### config.mk
export PLATFORM = sky130hd
export DESIGN_NAME = dec_stream_flat
export DESIGN_NICKNAME = d
export VERILOG_FILES = /design/src/rtl/dec_stream_if.sv /design/src/rtl/dec_stream.sv /design/src/flat_wrapper.sv
export SDC_FILE = /design/constraint.sdc
export NUM_CORES = 1
export LEC_CHECK = 0
export CORE_UTILIZATION = 50
export DETAILED_ROUTE_END_ITERATION = 7
export GPL_TIMING_DRIVEN = 0
export PLACE_DENSITY_LB_ADDON = 0.2
export SYNTH_ARGS = -nofsm -noshare
export SYNTH_HDL_FRONTEND = slang
export SYNTH_SLANG_ARGS = --single-unit
### constraint.sdc
create_clock -name clk -period 1.5 [get_ports clk]
set_input_delay 0.225 -clock clk [delete_from_list [all_inputs] [get_ports clk]]
set_output_delay 0.225 -clock clk [all_outputs]
set_load 0.01 [all_outputs]
### src/rtl/dec_stream_if.sv
`default_nettype none
// ============================================================================
// Module      : dec_stream_if
// Description : Command / result channel bundle for dec_stream.
//               Input side : in_valid, in_ready, en, mode, a
//               Output side: out_valid, out_ready, op, err
//               modport slave  - the decoder (consumes commands, emits results)
//               modport master - the surrounding source / consumer
// Revision    : 1.0 - initial release
// ============================================================================
interface dec_stream_if #(
    parameter int IP_WIDTH = 4
);
    localparam int OP_WIDTH = 1 << IP_WIDTH;

    logic                in_valid;
    logic                in_ready;
    logic                en;
    logic [1:0]          mode;
    logic [IP_WIDTH-1:0] a;
    logic                out_valid;
    logic                out_ready;
    logic [OP_WIDTH-1:0] op;
    logic                err;

    modport slave (
        input  in_valid, en, mode, a, out_ready,
        output in_ready, out_valid, op, err
    );

    modport master (
        output in_valid, en, mode, a, out_ready,
        input  in_ready, out_valid, op, err
    );
endinterface
`default_nettype wire

### src/rtl/dec_stream.sv
`default_nettype none
// ============================================================================
// Module      : dec_stream
// Description : Registered, flow-controlled index decoder. Each accepted
//               command is decoded (one-hot / thermometer / one-cold) and
//               stored as {err, pattern} in a 2-entry FIFO that is drained
//               over a valid/ready result channel.
// Ports       : clk        - clock, rising edge
//               rst_n      - asynchronous active-low reset
//               bus        - dec_stream_if.slave (command + result channels)
//               acc_cnt    - accepted-command counter (DEC_STATS_EN only)
//               err_cnt    - accepted mode-11 counter   (DEC_STATS_EN only)
// Options     : define DEC_STATS_EN to add the saturating statistics counters
// Revision    : 1.0 - initial release
// ============================================================================
module dec_stream #(
    parameter int IP_WIDTH = 4
) (
    input  wire logic         clk,
    input  wire logic         rst_n,
    dec_stream_if.slave       bus
`ifdef DEC_STATS_EN
    ,
    output logic [15:0]       acc_cnt,
    output logic [7:0]        err_cnt
`endif
);
    localparam int OP_WIDTH = 1 << IP_WIDTH;

    // ---------------- decode of the offered command ----------------
    logic [OP_WIDTH-1:0] onehot_w;
    logic [OP_WIDTH-1:0] thermo_w;
    logic [OP_WIDTH:0]   entry_w;    // {err, pattern}

    always_comb begin
        onehot_w        = '0;
        onehot_w[bus.a] = 1'b1;
        thermo_w        = '0;
        for (int i = 0; i < OP_WIDTH; i++) begin
            thermo_w[i] = (i <= int'(bus.a));
        end
        entry_w = '0;
        case (bus.mode)
            2'b00:   entry_w[OP_WIDTH-1:0] = bus.en ? onehot_w  : '0;
            2'b01:   entry_w[OP_WIDTH-1:0] = bus.en ? thermo_w  : '0;
            // disabled one-cold yields zeros, not the inverse of zeros
            2'b10:   entry_w[OP_WIDTH-1:0] = bus.en ? ~onehot_w : '0;
            default: entry_w[OP_WIDTH]     = 1'b1;
        endcase
    end

    // ---------------- 2-entry result FIFO ----------------
    logic [OP_WIDTH:0] mem_q [2];
    logic [OP_WIDTH:0] mem_d [2];
    logic              wr_ptr_q, wr_ptr_d;
    logic              rd_ptr_q, rd_ptr_d;
    logic [1:0]        count_q,  count_d;
    logic              push_w, pop_w;
    logic [OP_WIDTH:0] head_w;

    // in_ready depends on registered count only, so a stalled consumer
    // never creates a combinational path back to the source.
    assign bus.in_ready  = (count_q != 2'd2);
    assign bus.out_valid = (count_q != 2'd0);
    assign push_w        = bus.in_valid && bus.in_ready;
    assign pop_w         = bus.out_valid && bus.out_ready;
    assign head_w        = mem_q[rd_ptr_q];
    assign bus.op        = bus.out_valid ? head_w[OP_WIDTH-1:0] : '0;
    assign bus.err       = bus.out_valid ? head_w[OP_WIDTH]     : 1'b0;

    always_comb begin
        mem_d    = mem_q;
        wr_ptr_d = wr_ptr_q;
        rd_ptr_d = rd_ptr_q;
        count_d  = count_q;
        if (push_w) begin
            mem_d[wr_ptr_q] = entry_w;
            wr_ptr_d        = ~wr_ptr_q;
        end
        if (pop_w) begin
            rd_ptr_d = ~rd_ptr_q;
        end
        case ({push_w, pop_w})
            2'b10:   count_d = count_q + 2'd1;
            2'b01:   count_d = count_q - 2'd1;
            default: count_d = count_q;
        endcase
    end

    always_ff @(posedge clk or negedge rst_n) begin
        if (!rst_n) begin
            mem_q[0] <= '0;
            mem_q[1] <= '0;
            wr_ptr_q <= 1'b0;
            rd_ptr_q <= 1'b0;
            count_q  <= 2'd0;
        end else begin
            mem_q[0] <= mem_d[0];
            mem_q[1] <= mem_d[1];
            wr_ptr_q <= wr_ptr_d;
            rd_ptr_q <= rd_ptr_d;
            count_q  <= count_d;
        end
    end

`ifdef DEC_STATS_EN
    // ---------------- saturating statistics ----------------
    logic [15:0] acc_cnt_q, acc_cnt_d;
    logic [7:0]  err_cnt_q, err_cnt_d;

    always_comb begin
        acc_cnt_d = acc_cnt_q;
        err_cnt_d = err_cnt_q;
        if (push_w && (acc_cnt_q != 16'hFFFF)) begin
            acc_cnt_d = acc_cnt_q + 16'd1;
        end
        if (push_w && entry_w[OP_WIDTH] && (err_cnt_q != 8'hFF)) begin
            err_cnt_d = err_cnt_q + 8'd1;
        end
    end

    always_ff @(posedge clk or negedge rst_n) begin
        if (!rst_n) begin
            acc_cnt_q <= 16'd0;
            err_cnt_q <= 8'd0;
        end else begin
            acc_cnt_q <= acc_cnt_d;
            err_cnt_q <= err_cnt_d;
        end
    end

    assign acc_cnt = acc_cnt_q;
    assign err_cnt = err_cnt_q;
`endif
endmodule
`default_nettype wire
### src/flat_wrapper.sv
// flat-port wrapper written by rule: the top's interface ports become plain ports
module dec_stream_flat 
#(
    parameter int IP_WIDTH = 4
)
  (clk, rst_n, bus_in_valid, bus_en, bus_mode, bus_a, bus_out_ready, bus_in_ready, bus_out_valid, bus_op, bus_err);
  dec_stream_if #(.IP_WIDTH(IP_WIDTH)) bus_i ();
  input  wire logic clk;
  input  wire logic rst_n;
  input wire logic [$bits(bus_i.in_valid)-1:0] bus_in_valid;
  input wire logic [$bits(bus_i.en)-1:0] bus_en;
  input wire logic [$bits(bus_i.mode)-1:0] bus_mode;
  input wire logic [$bits(bus_i.a)-1:0] bus_a;
  input wire logic [$bits(bus_i.out_ready)-1:0] bus_out_ready;
  output wire logic [$bits(bus_i.in_ready)-1:0] bus_in_ready;
  output wire logic [$bits(bus_i.out_valid)-1:0] bus_out_valid;
  output wire logic [$bits(bus_i.op)-1:0] bus_op;
  output wire logic [$bits(bus_i.err)-1:0] bus_err;
  assign bus_i.in_valid = bus_in_valid;
  assign bus_i.en = bus_en;
  assign bus_i.mode = bus_mode;
  assign bus_i.a = bus_a;
  assign bus_i.out_ready = bus_out_ready;
  assign bus_in_ready = bus_i.in_ready;
  assign bus_out_valid = bus_i.out_valid;
  assign bus_op = bus_i.op;
  assign bus_err = bus_i.err;
  dec_stream #(.IP_WIDTH(IP_WIDTH)) u_core (.clk(clk), .rst_n(rst_n), .bus(bus_i));
endmodule
# Word level (Yosys, flattened, before mapping)
# Index checks and enable logic that the tools add are counted.
[word_totals]
word_cells = 61
register_bits = 38
[classes]
eq_ne = 5
reduce_logical = 8
muxes = 16
bitwise_logic = 5
n_addsub = 2
magnitude_cmp = 20
[op_table]
columns = ["cell", "n"]
rows = [
  ["17-bit two-way mux", 4],
  ["16-bit two-way mux", 4],
  ["16-bit case mux with 3 select lines", 1],
  ["34-bit bitwise mux", 1],
  ["4-bit <= comparator, first input constant", 8],
  ["17-bit demux with 1-bit select", 1],
  ["3-bit by 4-bit <= comparator with 1-bit output, first input constant", 4],
  ["16-bit NOT", 1],
  ["2-bit by 4-bit <= comparator with 1-bit output, first input constant", 2],
  ["4-bit by 5-bit less-than comparator with 1-bit output, second input constant", 1],
  ["1-bit demux with 4-bit select", 1],
  ["2-bit by 1-bit equality test with 1-bit output, second input constant", 2],
  ["2-bit equality test, second input constant", 2],
  ["2-bit >= comparator, second input constant", 2],
  ["4-bit by 1-bit >= comparator with 1-bit output, second input constant", 1],
  ["1-bit by 4-bit <= comparator with 1-bit output, first input constant", 1],
  ["1-bit logical AND", 4],
  ["1-bit NOT with 2-bit output", 2],
  ["2-bit case mux with 2 select lines", 1],
  ["2-bit nonzero test", 2],
  ["1-bit two-way mux", 3],
  ["3-bit OR reduction", 1],
  ["2-bit by 1-bit adder with 2-bit output, second input constant", 1],
  ["2-bit logical NOT", 1],
  ["other kinds (4)", 5],
]

# Longest topological paths before layout
[depth]
ltp_word = 8
ltp_mapped = 7
depth_no_buf = 6

# Worst setup path before layout
# OpenSTA, ideal clock, no wires.
[synth_timing]
kind = "reg-to-reg"
startpoint = "register u_core.count_q[0]"
endpoint = "register u_core.count_q[1]"
stages_incl_launch_ff = 6
path_slack_ns = -0.054
arrival_time_ns = 1.475
t_required_ns = 1.421
synth_period_minus_slack_ns = 1.554
n_path_buf = 0
path_cell_list = "dfrtp_1 > nor2_1 > nor2b_1 > ha_1 > nor2_1 > xor2_1"
[synth_via]
elab_chain_len = 4
elab_cells_between_ends = 10
classes_between = "add/sub (2); eq/ne (3); mux (1); reduce/logical (4)"
[synth_lines]
columns = ["element", "line_no", "text"]
rows = [
  ["start: declaration", "dec_stream.sv:57", "logic [1:0] count_q, count_d;"],
  ["start signal: assignment", "dec_stream.sv:102", "count_q <= count_d;"],
  ["2-bit nonzero test *", "dec_stream.sv:64", "assign bus.out_valid = (count_q != 2'd0);"],
  ["1-bit logical AND *", "dec_stream.sv:66", "assign pop_w = bus.out_valid && bus.out_ready;"],
  ["named net u_core.pop_w", "dec_stream.sv:58", "logic push_w, pop_w;"],
  ["2-bit by 1-bit equality test with 1-bit output or 2-bit equality test (tied branches)", "dec_stream.sv:83", "case ({push_w, pop_w})"],
  ["2-bit case mux with 2 select lines or 2-bit nonzero test (tied branches)", "--", ""],
]
# Mark *: on every way through the listed nets, which the timed path passes. The rest lies on a longest branch.
# A chain may end at the register's enable or synchronous reset.

# Worst setup path in the final report
[layout_timing]
startpoint = "register u_core.rd_ptr_q"
endpoint = "output bus_op[1]"
[layout_via]
elab_chain_len = 5
[layout_lines]
columns = ["element", "line_no", "text"]
rows = [
  ["start: declaration", "dec_stream.sv:56", "logic rd_ptr_q, rd_ptr_d;"],
  ["start signal: assignment", "dec_stream.sv:101", "rd_ptr_q <= rd_ptr_d;"],
  ["1-bit NOT with 2-bit output (implied by the code)", "dec_stream.sv:67", "assign head_w = mem_q[rd_ptr_q];"],
  ["17-bit two-way mux (implied by the code) (3 in series)", "dec_stream.sv:67", ""],
  ["16-bit two-way mux", "dec_stream.sv:68", "assign bus.op = bus.out_valid ? head_w[OP_WIDTH-1:0] : '0;"],
  ["end: declaration", "flat_wrapper.sv:17", "output wire logic [$bits(bus_i.op)-1:0] bus_op;"],
]
# No other way between the ends. The select of a mux whose other input is x is not followed.

==> metrics.yaml <==
worst_ir_drop_vdd_v: 0.000893
place_ws_ns: -0.565
area_growth_pct: 29.4
grt_antenna_before_repair: 0
setup_viol: 7
synthTopCellsByArea: "dfrtp_1, mux2i_1, mux2_4"
die-area_mm2: 0.00490
clk_pin_slew_ns: 0.08
setup_tns_ns: -0.231
arrival_ns: 1.32
drive_gt1_share_pct: 37.5
use_met3_pct: 5.05
hpwl_um: 3520
violations: "setup timing"
cp_slowest_stage_delay_ns: 0.45
die_h_um: 70.0
cts-root-buf: "clkbuf_8"
start_util_pct: 52.7
dr_total_vias: 1904
n_antenna_cell: 0
power_leakage_nw: 1.39
cp.required_ns: 1.27
hold_path_class: "in2async"
hold_violations: 0
synth-edff-count: 0
startpoint_type: "flop"
syn_nets: 245
final_core_util_pct: 68.2
end_kind: "output pin"
yosysMostFrequentCell: "dfrtp_1"
clock_path_buffers: 2
cts.sinks: 38
timing.final.max_slew_violations: 0
numCtsBuffers: 5
cts_tree: "built"
slowest_stage: "dfrtp_2"
ys_ff_latch: 38
clock_skew_ns: 0.00614
ant_nets: 0
drtIter0Drc: 111
syn_area_per_cell_um2: 9.91
ys_top_cells_by_count: "dfrtp_1, nor2_1, nand2_1"
place.gp.congestion: 0.892
power_w: 0.00569
fmax_ghz: 0.645
grt.total_usage_pct: 23.0
ioPinCount: 30
grt_util_met2_pct: 36.8
fin_crit_sh_pct: 103
die_width_um: 70.0
htreeDepth: 2
yosysSeqAreaShare_pct: 41.2
dr.pass1.iters: 4
cp_cell_sequence: "buf_12 -> mux2i_1 -> nor2_1 -> buf_2"
post-route-min-period_ns: 1.55
clk_latency_ns: 0.29
grt_first_pass_wirelength_um: 8730
synth_area_mm2: 0.00231
critPathMaxFanout: 8
core-area_mm2: 0.00438
drt-total-wl_um: 5550
synthCells: 233
outcome: "finished with violations"
use_met1_pct: 31.6
nNetsFinal: 286
cap_violations: 0
ys.flop_type: "dfrtp_1"
ys_async_sr_fraction_pct: 100
ys_types: 46
via_per_inst: 5.82
hold_buffers: 0
grt_max_degree: 39
p_per_area_mw_per_mm2: 1900
busiest_layer: "met2"
drc: 0
synth_top_area_share_pct: 41.2
grt_pass1_vias: 1779
ys_warn_count: 0
setup_slack_ns: -0.0497
reg2reg_depth: 6
portBuffers: 27
wl_per_cell_um: 17.0
overflow: 0
placementRows: 24
relSlewSlack_pct: 43.8
rsz0062_at_grt: "yes"
synth_largest_area_cell: "dfrtp_1"
worstSetupPathType: "reg2out"
worst_slew_pin_slew_ns: 0.843
==> logic make-up after synthesis <==
kind of cell / after synthesis / synth area share, %
AOI/OAI and AO/OA: 54 / 15.3
DFF: 38 / 41.2
and+or+nand+nor: 80 / 18.5
adders and majority gates: 1 / 0.542
xor gates and xnor gates: 6 / 2.28
muxes: 31 / 15.7
buffers and inverters: 23 / 6.50
==> final timing paths <==
check | from | end | slack [ns]
worst min-delay path | rst_n | u_core.count_q[1] | 0.03
max in group asynchronous | rst_n | u_core.count_q[0] | 0.90
worst max register to register | u_core.count_q[1] | u_core.count_q[1] | -0.02
worst max-delay path | u_core.rd_ptr_q | bus_op[1] | -0.05
worst min register to register | u_core.mem_q[20] | u_core.mem_q[20] | 0.48
min in group clk | bus_en | u_core.mem_q[17] | 0.39
==> through the flow <==
stage	hold slack, ns	cell area (um^2)	std cells
final	0.0326	2990	327
after global placement	0.461	2650	312
after global routing	0.0951	2990	327
after CTS	0.0474	2860	327
after floorplan	-0.0706	2310	233
after detailed placement	0.371	2640	312
==> worst max-delay path, delay by kind of cell, from the launching register on <==
family                 cells  cell delay, ns
DFF                        1            0.45
and+or+nand+nor            1            0.14
muxes                      1            0.13
buffers and inverters      2            0.31
==> cell type report <==
| class | count | area, um^2 |
|---|---|---|
| Multi-Input combinational cell | 172 | 1350 |
| Tap cell | 52 | 65.1 |
| Fill cell | 361 | 1400 |
| Timing Repair Buffer | 35 | 288 |
| Clock buffer | 6 | 82.6 |
| Sequential cell | 38 | 953 |
| Buffer | 19 | 180 |
| Inverter | 3 | 11.3 |
| Clock inverter | 2 | 60.1 |
==> what timing repair did <==
action / 4_1_cts / 5_1_grt
setup endpoints to repair: 42 / 48
gates resized for setup: 99 / 32
pin swaps: 1 / 1
buffers inserted: 7 / 1
==> sequential cells by signal, indices dropped and copies added (netlist names) <==
register	cells
u_core.rd_ptr_q	1
u_core.count_q	2
u_core.wr_ptr_q	1
u_core.mem_q	34
==> routing by layer <==
metal	vias to the layer above	part of all wire, %
met5	-	0
met4	0	1.2
met3	7	3.9
met2	59	49
met1	920	46
li1	918	-
==> placed cells by master, fill, tap and decap left out, types with 4 or more instances in the layout <==
master / netlist / layout
a21oi_1: 10 / 7
a31oi_1: 5 / 5
a32o_1: 4 / 4
buf_2: 9 / 21
buf_4: 6 / 10
buf_6: 4 / 10
clkbuf_8: 0 / 6
dfrtp_1: 38 / 36
mux2_2: 5 / 5
mux2_4: 9 / 9
mux2i_1: 17 / 11
nand2_1: 21 / 20
nand2b_1: 5 / 5
nor2_1: 25 / 19
nor2_4: 1 / 5
o21ai_0: 17 / 16
o31ai_1: 4 / 4
xor2_1: 4 / 4
==> power breakdown <==
part	switching, W	internal, W	leakage, nW	total, W
registers	0.000337	0.00149	0.493	0.00183
logic	0.00130	0.00149	0.823	0.00279
clock network	0.000364	0.000709	0.0714	0.00107
Note: power is estimated with default switching activity, not from simulation.
